--- config.mk ---
export PLATFORM = sky130hd
export DESIGN_NAME = tmds_align_ctrl
export DESIGN_NICKNAME = d
export VERILOG_FILES = /design/src/rtl/hdmi_pkg.sv /design/src/rtl/tmds_token_detect.sv /design/src/rtl/tmds_align_ctrl.sv
export SDC_FILE = /design/constraint.sdc
export NUM_CORES = 1
export LEC_CHECK = 0
export ABC_AREA = 1
export CAP_MARGIN = 10
export CORE_AREA = 8 8 84 86
export DETAILED_ROUTE_END_ITERATION = 16
export DIE_AREA = 0 0 92 94
export GPL_ROUTABILITY_DRIVEN = 1
export HOLD_SLACK_MARGIN = 0.08
export PLACE_DENSITY_LB_ADDON = 0.1
export SETUP_SLACK_MARGIN = 0.4
export SYNTH_ARGS = -nofsm -noshare
export SYNTH_HDL_FRONTEND = slang
export SYNTH_SLANG_ARGS = --single-unit
--- constraint.sdc ---
create_clock -name clk -period 3.2 [get_ports clk]
set_input_delay 0.32 -clock clk [delete_from_list [all_inputs] [get_ports clk]]
set_output_delay 0.32 -clock clk [all_outputs]
set_load 0.01 [all_outputs]
--- src/rtl/hdmi_pkg.sv ---
// Shared HDMI/TMDS definitions: control-token codes, alignment FSM states, counter sizing.
package hdmi_pkg;

   localparam logic [9:0] TMDS_CTRL_00 = 10'b1101010100;
   localparam logic [9:0] TMDS_CTRL_01 = 10'b0010101011;
   localparam logic [9:0] TMDS_CTRL_10 = 10'b0101010100;
   localparam logic [9:0] TMDS_CTRL_11 = 10'b1010101011;

   typedef enum logic [1:0] {
      ST_SEARCH = 2'd0,
      ST_SLIP   = 2'd1,
      ST_SETTLE = 2'd2,
      ST_LOCKED = 2'd3
   } align_state_e;

   // Width of a counter that runs 0..n-1; never narrower than one bit.
   function automatic int unsigned cnt_width(input int unsigned n);
      return (n < 2) ? 1 : $clog2(n);
   endfunction

endpackage

--- src/rtl/tmds_token_detect.sv ---
// Combinational recognition of the four TMDS control tokens.
module tmds_token_detect
   import hdmi_pkg::*;
(
   input  logic [9:0] datain,
   output logic       is_ctrl,
   output logic [1:0] ctrl
);

   // Match the current word against the control-token codes.
   always_comb begin
      is_ctrl = 1'b1;
      ctrl    = 2'b00;
      case (datain)
         TMDS_CTRL_00: ctrl = 2'b00;
         TMDS_CTRL_01: ctrl = 2'b01;
         TMDS_CTRL_10: ctrl = 2'b10;
         TMDS_CTRL_11: ctrl = 2'b11;
         default: begin
            is_ctrl = 1'b0;
            ctrl    = 2'b00;
         end
      endcase
   end

endmodule

--- src/rtl/tmds_align_ctrl.sv ---
// TMDS word-boundary alignment: hunts for runs of control tokens, bit-slips the
// deserializer when a search window expires, and watches for loss of lock.
module tmds_align_ctrl
   import hdmi_pkg::*;
#(
   parameter int unsigned SEARCH_WIN = 4096,
   parameter int unsigned TOKEN_RUN  = 8,
   parameter int unsigned SLIP_WAIT  = 16,
   parameter int unsigned LOSS_WIN   = 65536
) (
   input  logic       clk,
   input  logic       rst,
   input  logic       en,
   input  logic [9:0] datain,
   output logic       bitslip,
   output logic       locked,
   output logic [3:0] slip_cnt,
   output logic       align_err
);

   localparam int unsigned WIN_W    = cnt_width(SEARCH_WIN);
   localparam int unsigned RUN_W    = cnt_width(TOKEN_RUN);
   localparam int unsigned SETTLE_W = cnt_width(SLIP_WAIT);
   localparam int unsigned LOSS_W   = cnt_width(LOSS_WIN);

   localparam logic [WIN_W-1:0]    WIN_MAX    = WIN_W'(SEARCH_WIN - 1);
   localparam logic [RUN_W-1:0]    RUN_MAX    = RUN_W'(TOKEN_RUN - 1);
   localparam logic [SETTLE_W-1:0] SETTLE_MAX = SETTLE_W'(SLIP_WAIT - 1);
   localparam logic [LOSS_W-1:0]   LOSS_MAX   = LOSS_W'(LOSS_WIN - 1);
   localparam logic [3:0]          POS_LAST   = 4'd9;

   logic       is_ctrl;
   logic [1:0] ctrl_unused;

   align_state_e        state_q,     state_d;
   logic [WIN_W-1:0]    win_cnt_q,   win_cnt_d;
   logic [RUN_W-1:0]    run_cnt_q,   run_cnt_d;
   logic [SETTLE_W-1:0] settle_cnt_q, settle_cnt_d;
   logic [LOSS_W-1:0]   loss_cnt_q,  loss_cnt_d;
   logic [3:0]          slip_cnt_q,  slip_cnt_d;
   logic                bitslip_q,   bitslip_d;
   logic                locked_q,    locked_d;
   logic                align_err_q, align_err_d;

   tmds_token_detect u_detect (
      .datain  (datain),
      .is_ctrl (is_ctrl),
      .ctrl    (ctrl_unused)
   );

   // Next-state, counter and output decode; outputs are registered from the _d values.
   always_comb begin
      state_d      = state_q;
      win_cnt_d    = win_cnt_q;
      run_cnt_d    = run_cnt_q;
      settle_cnt_d = settle_cnt_q;
      loss_cnt_d   = loss_cnt_q;
      slip_cnt_d   = slip_cnt_q;
      bitslip_d    = 1'b0;
      locked_d     = 1'b0;
      align_err_d  = 1'b0;

      if (!en) begin
         state_d      = ST_SEARCH;
         win_cnt_d    = '0;
         run_cnt_d    = '0;
         settle_cnt_d = '0;
         loss_cnt_d   = '0;
      end else begin
         case (state_q)
            ST_SEARCH: begin
               if (is_ctrl && (run_cnt_q == RUN_MAX)) begin
                  // A completed token run takes priority over an expiring window.
                  state_d    = ST_LOCKED;
                  locked_d   = 1'b1;
                  win_cnt_d  = '0;
                  run_cnt_d  = '0;
                  loss_cnt_d = '0;
               end else if (win_cnt_q == WIN_MAX) begin
                  state_d     = ST_SLIP;
                  bitslip_d   = 1'b1;
                  win_cnt_d   = '0;
                  run_cnt_d   = '0;
                  slip_cnt_d  = (slip_cnt_q == POS_LAST) ? 4'd0 : slip_cnt_q + 4'd1;
                  align_err_d = (slip_cnt_q == POS_LAST);
               end else begin
                  win_cnt_d = win_cnt_q + WIN_W'(1);
                  run_cnt_d = is_ctrl ? run_cnt_q + RUN_W'(1) : '0;
               end
            end

            ST_SLIP: begin
               state_d      = ST_SETTLE;
               settle_cnt_d = '0;
            end

            ST_SETTLE: begin
               // Deserializer output is untrusted while it re-frames; datain ignored.
               if (settle_cnt_q == SETTLE_MAX) begin
                  state_d      = ST_SEARCH;
                  settle_cnt_d = '0;
                  win_cnt_d    = '0;
                  run_cnt_d    = '0;
               end else begin
                  settle_cnt_d = settle_cnt_q + SETTLE_W'(1);
               end
            end

            ST_LOCKED: begin
               locked_d = 1'b1;
               if (is_ctrl) begin
                  loss_cnt_d = '0;
               end else if (loss_cnt_q == LOSS_MAX) begin
                  state_d    = ST_SEARCH;
                  locked_d   = 1'b0;
                  loss_cnt_d = '0;
                  win_cnt_d  = '0;
                  run_cnt_d  = '0;
               end else begin
                  loss_cnt_d = loss_cnt_q + LOSS_W'(1);
               end
            end

            default: begin
               state_d = ST_SEARCH;
            end
         endcase
      end
   end

   // State, counter and output registers with asynchronous active-low reset.
   always_ff @(posedge clk or negedge rst) begin
      if (!rst) begin
         state_q      <= ST_SEARCH;
         win_cnt_q    <= '0;
         run_cnt_q    <= '0;
         settle_cnt_q <= '0;
         loss_cnt_q   <= '0;
         slip_cnt_q   <= '0;
         bitslip_q    <= 1'b0;
         locked_q     <= 1'b0;
         align_err_q  <= 1'b0;
      end else begin
         state_q      <= state_d;
         win_cnt_q    <= win_cnt_d;
         run_cnt_q    <= run_cnt_d;
         settle_cnt_q <= settle_cnt_d;
         loss_cnt_q   <= loss_cnt_d;
         slip_cnt_q   <= slip_cnt_d;
         bitslip_q    <= bitslip_d;
         locked_q     <= locked_d;
         align_err_q  <= align_err_d;
      end
   end

   assign bitslip   = bitslip_q;
   assign locked    = locked_q;
   assign slip_cnt  = slip_cnt_q;
   assign align_err = align_err_q;

endmodule

==> flow_summary.ini, run 1 <==
[outcome]
outcome = finished, final reports clean

[final_layout]
drive_gt1_frac = 0.06181
nNetsFinal = 475
area_delta_synth_final_pct = 11.97
multi_input_area_mm2 = 0.001519
register_area_mm2 = 0.001101
diodes = 0
layout_commonest_cell = nand2_1
fin_area_mm2 = 0.003324
nFillCells = 576
layout_common_cells = nand2_1 (127), inv_1 (78), nor2_1 (48)

[die]
die_width_um = 92
start_util = 0.5168
io_pins = 20
rows = 28
fp.dieArea_mm2 = 0.008648
die_h_um = 94
coreArea_mm2 = 0.005746

[global_route]
gr-total-overflow = 0
grt_pass1_vias = 2390
grt_usage = 0.1497
grt_max_degree = 45
grt_pass1_wl_um = 10720
antenna_found_initial = 0

[sta]
relSlewSlack = 0.3435
hold_viol_final = 0
period_share = 0.6889
slew_viol_final = 0
finClkSkew_ns = 0.009785
tightest_slew_ns = 0.9847
fin_crit_ns = 2.204
max_freq_ghz = 0.4536
tns_ns = 0
rsz0062_at_grt = false
finalSetupViolCount = 0

[critical_path]
worstPathCellList = inv_1 -> ha_1 -> inv_1 -> nand3_1 -> inv_1 -> a21oi_2 -> inv_1 -> nand2_1 -> o21ai_0
slowest_delay_ns = 0.49
crit_top_cell = inv_1
cp_max_fo = 15
critPathArrivalTime_ns = 2.40
critPathSlowestCell = a21oi_2
critical_path_required_ns = 3.39
critPathLaunchType = flop
worstSetupPathType = flop to flop
setup.worst_path.end_class = flop

[logic_synthesis]
synthXorXnorAreaFrac = 0.02655
synth_fa_ha_area_frac = 0.04214
synthMuxAreaShare = 0
synth_cell_types = 34
yosys.area_share.simple = 0.3658
syn_area_mm2 = 0.002969
synth_top_family_by_area = simple AND/OR/NAND/NOR gates
yosysSeqAreaShare = 0.3708
synth_compound_area_frac = 0.07712
ys_warn_count = 0
syn_area_per_cell_um2 = 6.905
synth_fp_nets = 453
syn-instance-count = 430
synth-seq-cells = 44

[routing]
firstDrtPassIters = 4
drt_wl_total_um = 6090
post_drt_wl_per_cell_um = 11.53
drt_first_iter_violations = 101
vias = 2582
routed_via_density = 4.890
ant_nets = 0
drcViolationCount = 0

[clock_tree]
clock_path_buffers = 2
cts-buffers-inserted = 5
cts-root-buf = clkbuf_8
h-tree-depth = 2
cts-resized-gates = 0
cts_setup_buffers = 0
clock_latency_ns = 0.31
postCtsHoldBufs = 0
cts_tree = done
path_clk_slew_ns = 0.10
cts.sinks = 44

[placement]
hpwlAfterDp_um = 4461
gp_congestion = 0.8482
dpl_cell_area_mm2 = 0.003209
port-buffer-count = 18

[power]
ir_drop_uv = 277.2
powerDensity_mw_per_mm2 = 484.0
leakage_nw = 1.747

[flow_run]
max_cap_violations = 0

[hold_path]
hold_class = primary input to async pin
-- cell families after synthesis --
kind of cell,Yosys count
AOI/OAI and AO/OA,37
xor gates and xnor gates,9
adders and majority gates,10
buffers and inverters,85
DFF,44
and+or+nand+nor,245
-- cells in the mapped netlist, drive strengths merged --
cell type    n  area, um2
clkbuf       1      3.750
xnor2        3      26.28
nor3        10      50.05
nor4         1      6.260
nand3       38      200.2
nand4        9      71.32
o21a         1      7.510
nand2      131      511.7
a21oi       11      81.33
nor2        50      202.7
xor2         6      52.55
inv         80      305.3
nor3b        1      7.510
buf          4      40.03
a32o         1      10.01
a22oi        1      7.510
nand3b       4      30.03
o21ai       23      122.6
ha          10      125.1
dfrtp       44       1101
or2          1      6.260
-- layer usage --
layer | share of wire | track usage | up-vias
met5 | 0 | 0 | -
met2 | 0.48 | 0.2509 | 28
met4 | 0.011 | 0.05101 | 0
met3 | 0.026 | 0.02878 | 5
met1 | 0.48 | 0.1885 | 1162
li1 | - | - | 1387
-- worst max-delay path: cells and delay by family, from the launching register on --
family | cells | cell delay [ns]
AO/OA/AOI/OAI | 2 | 0.56
adder cells (fa/ha/maj) | 1 | 0.21
buffers and inverters | 4 | 0.46
flip-flops | 1 | 0.44
AND/OR/NAND/NOR | 2 | 0.41
-- sequential cells by signal (all words and copies together) (netlist names) --
name	flops
align_err	1
bitslip	1
locked	1
loss_cnt_q	16
run_cnt_q	3
settle_cnt_q	4
slip_cnt	4
state_q	2
win_cnt_q	12
-- power by group --
part	switching [W]	internal, W
logic	0.000381	0.000164
clock network	0.000209	0.000235
registers	0.0000309	0.000588
-- path summary, 6_finish.rpt --
check	startpoint	slack, ns	end	cells past startpoint
max reg2reg	state_q[0]	1.0	loss_cnt_q[2]	9
max in group asynchronous	rst	2.42	slip_cnt[0]	1
min	rst	0.17	settle_cnt_q[3]	1
max	state_q[0]	1.0	loss_cnt_q[2]	9
min reg2reg	run_cnt_q[1]	0.51	run_cnt_q[1]	2
min in group clk	run_cnt_q[1]	0.51	run_cnt_q[1]	2
-- through the flow --
step                        util  power [W]  hold WS, ns  setup WS, ns  cells
after floorplan                -   0.001068      0.02441         1.531    430
after global placement    0.5586   0.001166       0.4790        0.7673    520
after detailed placement  0.5586   0.001171       0.4901        0.7671    520
after CTS                 0.5786   0.001622       0.2055         1.046    528
after global routing      0.5786   0.001721       0.2571        0.8023    528
final                     0.5786   0.001609       0.1695        0.9955    528
-- layout make-up --
cell class	count	area share
Timing Repair Buffer	20	0.05721
Tap cell	75	0.02823
Clock inverter	3	0.01393
Inverter	80	0.09183
Clock buffer	5	0.02070
Multi-Input combinational cell	301	0.4569
Sequential cell	44	0.3312
Power figures use the tool's default switching activity.
==> run 2, diff against run 1 <==
clock period = 1.8 ns   (was 3.2 ns; I/O delays follow)
==> run 2 against run 1 <==
Against the previous run:
- non-clock buffer count increased by 43
- die area unchanged
- global-route usage increased by 3.0 points
- sequential cell count unchanged
- clock skew decreased by 0.0046 ns
- worst setup slack got worse by 0.85 ns
- clock power increased by 39%
- fmax increased by 34%
- core utilization increased by 11 points
- critical endpoint is now win_cnt_q[5]
- highest routed layer unchanged
==> flow_summary.ini, run 2 (synthesized netlist as in run 1, its figures left out) <==
[final_layout]
nFillCells = 493
drive_gt1_frac = 0.2480
layout_commonest_cell = nand2_1
reg_top3 = loss_cnt_q: 16 flops, win_cnt_q: 12 flops
area_delta_synth_final_pct = 34.18
diodes = 0
top_register = loss_cnt_q
nNetsFinal = 519
fin_area_mm2 = 0.003984
layout_common_cells = nand2_1 (110), inv_1 (69), dfrtp_1 (42)
largest_reg_flops = 16

[placement]
place_ws_ns = -0.1139
hpwlAfterDp_um = 4934
port-buffer-count = 18
gp_congestion = 0.8736
dpl_cell_area_mm2 = 0.003486

[global_route]
grt_max_degree = 24
grt_usage = 0.1798
gr-total-overflow = 0
grt_pass1_wl_um = 12830
antenna_found_initial = 0
grt_pass1_vias = 2870

[critical_path]
slowest_delay_ns = 0.42
cp_max_fo = 8
worstPathCellList = ha_4 -> nand3_4 -> nor2_4 -> nand4_4 -> a21oi_4 -> nand2_4 -> buf_6 -> nand2_2 -> nand2_2
crit_top_cell = nand2_2
critPathSlowestCell = dfrtp_1
critPathArrivalTime_ns = 1.85
critPathLaunchType = flop
setup.worst_path.end_class = flop
path_buf_inv = 1
worstSetupPathType = flop to flop
cp_top_family = simple AND/OR/NAND/NOR gates
critical_path_required_ns = 2.00

[sta]
tns_ns = 0
slew_viol_final = 0
tightest_slew_ns = 0.5212
setup_ws_ns = 0.1493
finClkSkew_ns = 0.005176
rsz0062_at_grt = true
finalSetupViolCount = 0
relSlewSlack = 0.6525
max_freq_ghz = 0.6058
hold_viol_final = 0
hold_ws_ns = 0.3775
fin_crit_ns = 1.651
period_share = 0.9170

[routing]
post_drt_wl_per_cell_um = 12.74
top_layer = met4
drt_wl_total_um = 7273
routed_via_density = 5.068
drcViolationCount = 0
vias = 2894
drt_first_iter_violations = 113
firstDrtPassIters = 4
met1_length_um = 3316
ant_nets = 0
met2_length_um = 3585
routed-wl-met3_um = 267

[clock_tree]
cts_tree = done
clock_path_buffers = 2
cts-buffers-inserted = 5
clock_latency_ns = 0.30
cts.sinks = 44
path_clk_slew_ns = 0.09
cts-root-buf = clkbuf_8
h-tree-depth = 2

[power]
power.total_w = 0.003298
powerDensity_mw_per_mm2 = 827.8
ir_drop_uv = 620.4
leakage_nw = 2.076

[die]
rows = 28
die_h_um = 94
start_util = 0.5168
die_width_um = 92
coreArea_mm2 = 0.005746
io_pins = 20
fp.dieArea_mm2 = 0.008648

[hold_path]
hold_class = primary input to async pin

[outcome]
outcome = finished, final reports clean

[flow_run]
max_cap_violations = 0
[run 2: per-layer routing]
| layer | vias to the layer above | track usage |
|---|---|---|
| met5 | - | 0 |
| met4 | 0 | 0.06846 |
| met3 | 9 | 0.03597 |
| met2 | 58 | 0.3123 |
| met1 | 1361 | 0.2138 |
| li1 | 1466 | - |
[run 2: cell type report]
cell class                      count  area [um2]  share of cell area
Clock inverter                      2       12.51            0.003141
Clock buffer                        5       68.82             0.01727
Inverter                           80       315.3             0.07915
Sequential cell                    44        1104              0.2770
Timing Repair inverter              1       6.256            0.001570
Timing Repair Buffer               63       568.0              0.1426
Tap cell                           75       93.84             0.02356
Multi-Input combinational cell    301        1815              0.4557
[run 2: report_power, final]
part | total [W] | switching (W) | internal, W
clock network | 0.000619 | 0.000355 | 0.000263
registers | 0.00111 | 0.0000658 | 0.00105
logic | 0.00157 | 0.000908 | 0.000658
[run 2: what timing repair did]
item                                   CTS  global route
endpoints found under the hold margin   21             0
setup endpoints to repair               46            45
buffers inserted                        19             5
hold buffers                             1             0
resized for setup                       40            25
pin swaps                               20            11
cloned                                   1             0
[run 2: metrics by stage]
| stage | cells | util |
|---|---|---|
| global route | 571 | 0.6934 |
| global placement | 538 | 0.6067 |
| CTS | 566 | 0.6714 |
| floorplan | 430 | - |
| finish | 571 | 0.6934 |
| detailed placement | 538 | 0.6067 |
[run 2: final timing paths]
check                         startpoint               to  slack (ns)  cells past startpoint
max                        loss_cnt_q[0]     win_cnt_q[5]        0.15                      9
min                                  rst     win_cnt_q[6]        0.38                      2
max reg2reg                loss_cnt_q[0]     win_cnt_q[5]        0.15                      9
min reg2reg                 run_cnt_q[1]     run_cnt_q[1]        0.50                      2
max in group asynchronous            rst       state_q[1]        0.90                      3
min in group clk                      en  settle_cnt_q[1]        0.44                      2
